==> config.mk <==
export PLATFORM = sky130hd
export DESIGN_NAME = collision_event_gen
export DESIGN_NICKNAME = d
export VERILOG_FILES = /design/src/rtl/collision_event_gen.sv
export SDC_FILE = /design/constraint.sdc
export NUM_CORES = 1
export LEC_CHECK = 0
export ABC_CLOCK_PERIOD_IN_PS = 9570
export CAP_MARGIN = 20
export CORE_AREA = 2 2 150 93
export CTS_CLUSTER_DIAMETER = 40
export DETAILED_ROUTE_END_ITERATION = 10
export DIE_AREA = 0 0 152 95
export PLACE_DENSITY_LB_ADDON = 0.05
export SLEW_MARGIN = 20
export SYNTH_ARGS = -nofsm -noshare
export SYNTH_HDL_FRONTEND = slang
export SYNTH_SLANG_ARGS = --single-unit
==> constraint.sdc <==
create_clock -name clk -period 9.57 [get_ports clk]
set_clock_uncertainty 0.15 [all_clocks]
set_input_delay 1.4355 -clock clk [delete_from_list [all_inputs] [get_ports clk]]
set_output_delay 1.4355 -clock clk [all_outputs]
set_load 0.005 [all_outputs]
==> src/rtl/collision_event_gen.sv <==
// collision_event_gen
// Producer of the goodColl/badColl event pulses consumed by score_tracker_top.
// Keeps the snake body in a shift register and, on every move_tick, checks
// the candidate head against the walls, the apple and every stored segment.
// Every move takes a fixed snake_len+3 cycles to produce its result pulse.
//
// Ports
//   clk        in   system clock
//   rst        in   asynchronous reset, active-high
//   move_tick  in   strobe: head_x/head_y/apple_x/apple_y are valid
//   head_x/y   in   candidate head position
//   apple_x/y  in   apple position
//   restart    in   leaves DEAD (ignored in every other state)
//   goodColl   out  one-cycle pulse per apple eaten
//   badColl    out  one-cycle pulse on wall or self collision
//   game_over  out  high while in DEAD
//   busy       out  high while a move is being evaluated
//   overrun    out  one-cycle pulse when a move_tick arrives while busy
//   snake_len  out  current segment count
//
// state  | meaning
// IDLE   | waiting for move_tick
// CHECK  | wall and apple compare on the latched head
// SCAN   | one body segment compared per cycle, snake_len cycles
// UPDATE | commit move or declare collision
// DEAD   | game over, waiting for restart
module collision_event_gen #(
  parameter int GRID_W  = 16,
  parameter int GRID_H  = 16,
  parameter int XW      = 4,
  parameter int YW      = 4,
  parameter int MAX_LEN = 16,
  parameter int LW      = 5,
  parameter int START_X = 8,
  parameter int START_Y = 8
) (
  input  logic          clk,
  input  logic          rst,
  input  logic          move_tick,
  input  logic [XW-1:0] head_x,
  input  logic [YW-1:0] head_y,
  input  logic [XW-1:0] apple_x,
  input  logic [YW-1:0] apple_y,
  input  logic          restart,
  output logic          goodColl,
  output logic          badColl,
  output logic          game_over,
  output logic          busy,
  output logic          overrun,
  output logic [LW-1:0] snake_len
);

  localparam int IW = (MAX_LEN > 1) ? $clog2(MAX_LEN) : 1;
  // One extra bit so out-of-grid heads wider than the grid compare correctly.
  localparam logic [XW:0] GRID_W_L = (XW+1)'(GRID_W);
  localparam logic [YW:0] GRID_H_L = (YW+1)'(GRID_H);

  typedef enum logic [2:0] {IDLE, CHECK, SCAN, UPDATE, DEAD} state_t;

  state_t        state, state_nxt;
  logic [XW-1:0] hx, ax;
  logic [YW-1:0] hy, ay;
  logic          wall_q, eat_q, self_q;
  logic [IW-1:0] idx;
  logic [XW-1:0] body_x [MAX_LEN];
  logic [YW-1:0] body_y [MAX_LEN];
  logic          bad, good;

  assign bad       = wall_q | self_q;
  assign good      = eat_q & ~bad;
  assign busy      = (state == CHECK) || (state == SCAN) || (state == UPDATE);
  assign game_over = (state == DEAD);

  always_ff @(posedge clk or posedge rst) begin
    if (rst) state <= IDLE;
    else     state <= state_nxt;
  end

  always_comb begin
    state_nxt = state;
    case (state)
      IDLE:    if (move_tick) state_nxt = CHECK;
      CHECK:   state_nxt = SCAN;
      SCAN:    if (LW'(idx) == snake_len - LW'(1)) state_nxt = UPDATE;
      UPDATE:  state_nxt = bad ? DEAD : IDLE;
      DEAD:    if (restart) state_nxt = IDLE;
      default: state_nxt = IDLE;
    endcase
  end

  always_ff @(posedge clk or posedge rst) begin
    if (rst) begin
      hx        <= '0;
      hy        <= '0;
      ax        <= '0;
      ay        <= '0;
      wall_q    <= 1'b0;
      eat_q     <= 1'b0;
      self_q    <= 1'b0;
      idx       <= '0;
      goodColl  <= 1'b0;
      badColl   <= 1'b0;
      overrun   <= 1'b0;
      snake_len <= LW'(1);
      for (int i = 0; i < MAX_LEN; i++) begin
        body_x[i] <= '0;
        body_y[i] <= '0;
      end
      body_x[0] <= XW'(START_X);
      body_y[0] <= YW'(START_Y);
    end else begin
      goodColl <= 1'b0;
      badColl  <= 1'b0;
      overrun  <= move_tick && busy;
      case (state)
        IDLE: begin
          if (move_tick) begin
            hx <= head_x;
            hy <= head_y;
            ax <= apple_x;
            ay <= apple_y;
          end
        end
        CHECK: begin
          wall_q <= ({1'b0, hx} >= GRID_W_L) || ({1'b0, hy} >= GRID_H_L);
          eat_q  <= (hx == ax) && (hy == ay);
          self_q <= 1'b0;
          idx    <= '0;
        end
        SCAN: begin
          // Tail is included: the head may not enter the cell the tail is leaving.
          if (body_x[idx] == hx && body_y[idx] == hy) self_q <= 1'b1;
          idx <= idx + IW'(1);
        end
        UPDATE: begin
          if (bad) begin
            badColl <= 1'b1;
          end else begin
            for (int i = MAX_LEN-1; i > 0; i--) begin
              body_x[i] <= body_x[i-1];
              body_y[i] <= body_y[i-1];
            end
            body_x[0] <= hx;
            body_y[0] <= hy;
            if (good) begin
              goodColl <= 1'b1;
              if (snake_len != LW'(MAX_LEN)) snake_len <= snake_len + LW'(1);
            end
          end
        end
        DEAD: begin
          if (restart) begin
            snake_len <= LW'(1);
            body_x[0] <= XW'(START_X);
            body_y[0] <= YW'(START_Y);
          end
        end
        default: ;
      endcase
    end
  end

endmodule

==> reports/qor.yml, run 1 <==
async_reset_ff_share_pct: 100
dpl_cell_area_um2: 8020
powerDensity_nw_per_um2: 301
setup-tns-final_ns: 0
reg2reg_to: "self_q"
num_io_pins: 30
synth_top_flop_cell: "dfrtp_1"
cts_resized: 0
r2r_slack_ns: 6.34
path_class: "reg2out"
cts_tree: "done"
fp.dieW_um: 152
finalHoldViolations: 0
die_h_um: 95
crit_path_end_kind: "primary output"
synth_edf_count: 0
fillers: 1038
grt-ovfl-total: 0
via_count: 5532
synth_cell_types: 48
remaining_drc_errors: 0
crit_required_ns: 7.98
r2r-start: "idx[0]"
root_buffer: "clkbuf_16"
rsz0062_at_grt: "no"
crit_path_max_fanout: 14
dp_cells: 957
areaGrowthSynthToFinish_pct: 12.1
numPortBuffers: 29
numCtsBuffers: 17
start_kind: "flop"
cts_setup_buffers: 0
wl_per_cell_um: 16.9
synth_nets: 817
slew_headroom_pct: 32.4
worst_slew_pin_slew_ns: 1.01
crit_end: "game_over"
drt_pass1_iterations: 5
sw_frac_of_total_pct: 37.1
seq_area_frac_synth_pct: 52.5
rows: 33
layout_common_cells: "nand2_1, dfrtp_1, clkdlybuf4s50_1, mux4_2, mux2i_1"
ant_nets: 0
fmax_ghz: 0.273
stdcell_area_um2: 8600
first_global_vias: 5279
drv_slew: 0
drt-initial-drc-count: 468
p_leak_nw: 4.31
start_util_pct: 57.9
seq_power_share_pct: 40.8
synth_area_um2: 7680
worstSetupStartpoint: "state[0]"
post-route-period-util_pct: 38.2
period_needed_ns: 3.66
grt_first_pass_wirelength_um: 28000
dieArea_um2: 14400
pwr-share-clk_pct: 26.3
critPathArrivalTime_ns: 2.07
postCtsHoldBufs: 0
dpl_worst_slack_ns: 5.88
diodes: 0
drive_above_1_share_pct: 10.2
clk_latency_ns: 0.42
cts.clk_slew.worst_paths_ns: 0.07
finalSetupViolations: 0
core_area_um2: 13300
cts.sinks: 161
mostFrequentLayoutCell: "nand2_1"
ir_drop_mv: 0.158
ys_warn_count: 0
vias_per_cell: 5.59
antenna_found_initial: 0
htreeDepth: 4
hpwl_um: 10300
place.gp.congestion: 0.796
fin_cells: 989
grt_max_degree: 99
track_usage_pct: 24.7
min_path_type: "reg2reg"
synth_area_per_cell_um2: 9.67
syn_inst: 794
setup_ws_ns: 5.91
reg2reg_depth: 6
fin_nets: 824
status: "complete, no violations"
wirelength_um: 16700
p_sw_w: 0.000961
clockBufferDepth: 2
total_power_w: 0.00259
combPwrFrac_pct: 32.9
yosys_register_bits: 161
internal_power_w: 0.00163
cap_violations: 0
[worst max-delay path, cell delays in order, from the launching register on]
cell             delay (ns)
dfrtp_1                0.53
nor2_1                 0.22
nand2_1                0.17
inv_1                  0.20
clkdlybuf4s50_1        0.53
[per-layer routing]
metal | GRT usage [%] | vias up | part of all wire (%)
met1 | 37.4 | 2747 | 50
met5 | 0 | - | 0
li1 | - | 2618 | -
met4 | 6.07 | 0 | 1.2
met3 | 5.19 | 23 | 4.9
met2 | 36.7 | 144 | 44
[synth_stat cells (all sizes together), types with 3 or more instances]
cell | instances | share of area [%]
o31ai | 5 | 0.49
ha | 3 | 0.49
a21oi | 5 | 0.33
mux4 | 31 | 9.5
nand2b | 4 | 0.33
nand2 | 383 | 19
o22ai | 3 | 0.24
o21ai | 16 | 1.0
buf | 18 | 1.5
clkbuf | 30 | 1.5
nor2 | 14 | 0.68
mux2i | 21 | 2.7
dfstp | 3 | 1.0
mux2 | 16 | 2.3
dfrtp | 158 | 52
nor3 | 8 | 0.52
and2 | 5 | 0.41
inv | 8 | 0.39
nand3 | 11 | 0.72
xor2 | 9 | 1.0
xnor2 | 15 | 1.7
[final cells by class]
type                            count  area [µm²]  area share [%]
Clock inverter                     13         151            1.76
Sequential cell                   161        4030            46.9
Multi-Input combinational cell    576        3390            39.4
Inverter                            9        38.8           0.451
Clock buffer                       19         433            5.03
Timing Repair Buffer               36         343            3.98
Tap cell                          175         219            2.54
[kinds of logic after synthesis]
group	share of synthesized area (%)
flip-flops	52.5
AND/OR/NAND/NOR	22.6
XOR/XNOR	2.74
buffers and inverters	3.47
multiplexers	14.6
AO/OA/AOI/OAI	3.54
adder cells (fa/ha/maj)	0.489
[flip-flops by register name (all words and copies together), names as in the netlist, 4 cells and up]
register and count:
idx 4, ay 4, body_y 64, hy 4, hx 4, snake_len 5, body_x 64, ax 4
[power groups by stage]
stage                     Sequential [W]  Combinational, W  Clock (W)
after global placement           0.00105          0.000813          0
after global routing             0.00108          0.000947   0.000715
after detailed placement         0.00106          0.000845          0
final                            0.00106          0.000852   0.000680
after CTS                        0.00105          0.000855   0.000688
after floorplan                 0.000973          0.000710          0
[how the worst min path moves through the flow]
stage	startpoint	end	slack (ns)	cells after the start
finish	body_x[3]	body_x[3]	0.32	2
global route	body_y[3]	body_y[3]	0.34	2
CTS	body_x[3]	body_x[3]	0.33	2
detailed placement	body_x[3]	body_x[3]	0.31	2
global placement	body_y[2]	body_y[2]	0.30	2
floorplan	body_x[1]	body_x[1]	0.29	2
[per-stage QoR]
step	hold slack, ns	utilization [%]
after global routing	0.342	64.9
after floorplan	0.288	-
after CTS	0.327	64.9
after detailed placement	0.309	60.5
final	0.322	64.9
after global placement	0.304	60.5
(Power assumes the default switching activity.)
==> inputs of run 2 (changes only) <==
ABC_CLOCK_PERIOD_IN_PS = 3500   (was 9570)
clock period = 3.5 ns   (was 9.57 ns; I/O delays follow)
==> run 2 against run 1 <==
Net effect:
- sequential power grew to 2.8 times the previous value
- critical path depth is 3 higher
- global-route usage is 0.40 points lower
- clock-buffer cell count is 1 lower
- via count is 0.60% lower
- combinational power grew to 2.7 times the previous value
- worst setup slack worse by 5.2 ns
- critical endpoint is now self_q
==> reports/qor.yml, run 2 (synthesis gave the netlist of run 1 again) <==
crit_end: "self_q"
track_usage_pct: 24.3  # -0.40 points
wirelength_um: 16400  # -1.9%
grtUsageMet3_pct: 4.91  # -0.28 points
fp.dieW_um: 152  # unchanged
postCtsHoldBufs: 0  # unchanged
numPortBuffers: 29  # unchanged
start_util_pct: 57.9  # unchanged
grt-busiest-layer: "met1"
via_count: 5499  # -0.60%
vias_per_cell: 5.51  # -1.5%
worstSetupStartpoint: "idx[1]"
hpwl_um: 10800  # +4.8%
fmax_ghz: 0.363
place.gp.congestion: 0.850  # +6.8%
final_core_util_pct: 65.9  # +0.95 points
powerDensity_nw_per_um2: 809  # +170%
cts_setup_buffers: 0  # unchanged
finalHoldViolations: 0  # unchanged
dieArea_um2: 14400  # unchanged
clockBufferDepth: 2  # unchanged
dpl_cell_area_um2: 8150  # +1.6%
grt-ovfl-total: 0  # unchanged
r2r_slack_ns: 0.74  # -5.60 ns
dpl_worst_slack_ns: 0.775  # -5.11 ns
grt_first_pass_wirelength_um: 27500  # -1.8%
drt-initial-drc-count: 416  # -11%
reg_top3: "body_x (64), body_y (64), snake_len (5)"
cts_tree: "done"
fin_nets: 833  # +1.1%
setup_ws_ns: 0.744  # -5.17 ns
wl_per_cell_um: 16.4  # -2.8%
ant_nets: 0  # unchanged
path_class: "reg2reg"
critPathArrivalTime_ns: 2.97  # +0.90 ns
p_leak_nw: 4.37  # +1.4%
r2r-start: "idx[1]"
grt_use_met2_pct: 34.0  # -2.7 points
crit_required_ns: 3.71  # -4.27 ns
cts.clk_slew.worst_paths_ns: 0.07  # about the same
grt_use_met1_pct: 38.7  # +1.2 points
rows: 33  # unchanged
setup-tns-final_ns: 0  # unchanged
reg2reg_depth: 7  # +1
post-route-period-util_pct: 78.7
grt_max_degree: 70  # -29%
drive_above_1_share_pct: 11.5  # +1.3 points
min_path_type: "reg2reg"
core_area_um2: 13300  # unchanged
slew_headroom_pct: 37.5  # +5.2 points
num_io_pins: 30  # unchanged
clk_latency_ns: 0.43  # about the same
period_needed_ns: 2.76
numCtsBuffers: 17  # unchanged
diodes: 0  # unchanged
status: "complete, no violations"
cts_resized: 0  # unchanged
rsz0062_at_grt: "no"
stdcell_area_um2: 8730  # +1.5%
cts.sinks: 161  # unchanged
ir_drop_mv: 0.361  # +130%
reg2reg_to: "self_q"
cap_violations: 0  # unchanged
antenna_found_initial: 0  # unchanged
drv_slew: 0  # unchanged
finalSetupViolations: 0  # unchanged
worst_slew_pin_slew_ns: 0.935  # -0.0793 ns
areaGrowthSynthToFinish_pct: 13.7
fin_cells: 998  # +0.91%
mostFrequentLayoutCell: "nand2_1"
htreeDepth: 4  # unchanged
crit_path_end_kind: "flop"
dp_cells: 966  # +0.94%
crit_path_max_fanout: 12  # -2
remaining_drc_errors: 0  # unchanged
first_global_vias: 5221  # -1.1%
root_buffer: "clkbuf_16"
start_kind: "flop"
die_h_um: 95  # unchanged
layout_common_cells: "nand2_1, dfrtp_1, clkdlybuf4s50_1, mux4_2, mux2i_1"
drt_pass1_iterations: 5  # unchanged
[run 2: where the power goes]
part / total (W) / switching (W) / leakage, nW / internal (W)
Combinational: 0.00230 / 0.00121 / 1.95 / 0.00109
Clock: 0.00183 / 0.000816 / 0.273 / 0.00102
Sequential: 0.00293 / 0.000589 / 2.15 / 0.00234
Total: 0.00706 / 0.00262 / 4.37 / 0.00445
[run 2: metal layers]
layer,wire (µm),share of wire (%)
met5,0,0
met4,205,1.3
met3,836,5.1
met2,6880,42
met1,8450,52
[run 2: how the worst min path moves through the flow]
stage	from	cells past startpoint	slack, ns	to
after global placement	body_x[3]	2	0.30	body_x[3]
final	body_y[2]	2	0.32	body_y[2]
after global routing	body_y[2]	2	0.35	body_y[2]
after floorplan	body_x[1]	2	0.29	body_x[1]
after CTS	body_y[2]	2	0.33	body_y[2]
after detailed placement	body_y[2]	2	0.31	body_y[2]
[run 2: cell type report]
cell class	instances	area, µm²
clock buffer	18	439
clock inverter	14	141
fill	1021	4520
inverter	9	37.5
multi-input combinational	576	3390
sequential	161	4030
tap	175	219
timing repair buffer	45	473
[run 2: stage by stage]
step / hold slack, ns / total power, W
6_report: 0.322 / 0.00706
5_1_grt: 0.352 / 0.00751
4_1_cts: 0.325 / 0.00709
3_5_place_dp: 0.309 / 0.00525
3_3_place_gp: 0.300 / 0.00517
2_1_floorplan: 0.288 / 0.00460
[run 2: critical path, stage by stage, from the launching register on]
cell      delay (ns)
dfrtp_1         0.74
buf_4           0.33
mux4_1          0.24
mux2i_1         0.15
a211oi_1        0.35
o211ai_1        0.16
nor4_2          0.37
a31o_1          0.18
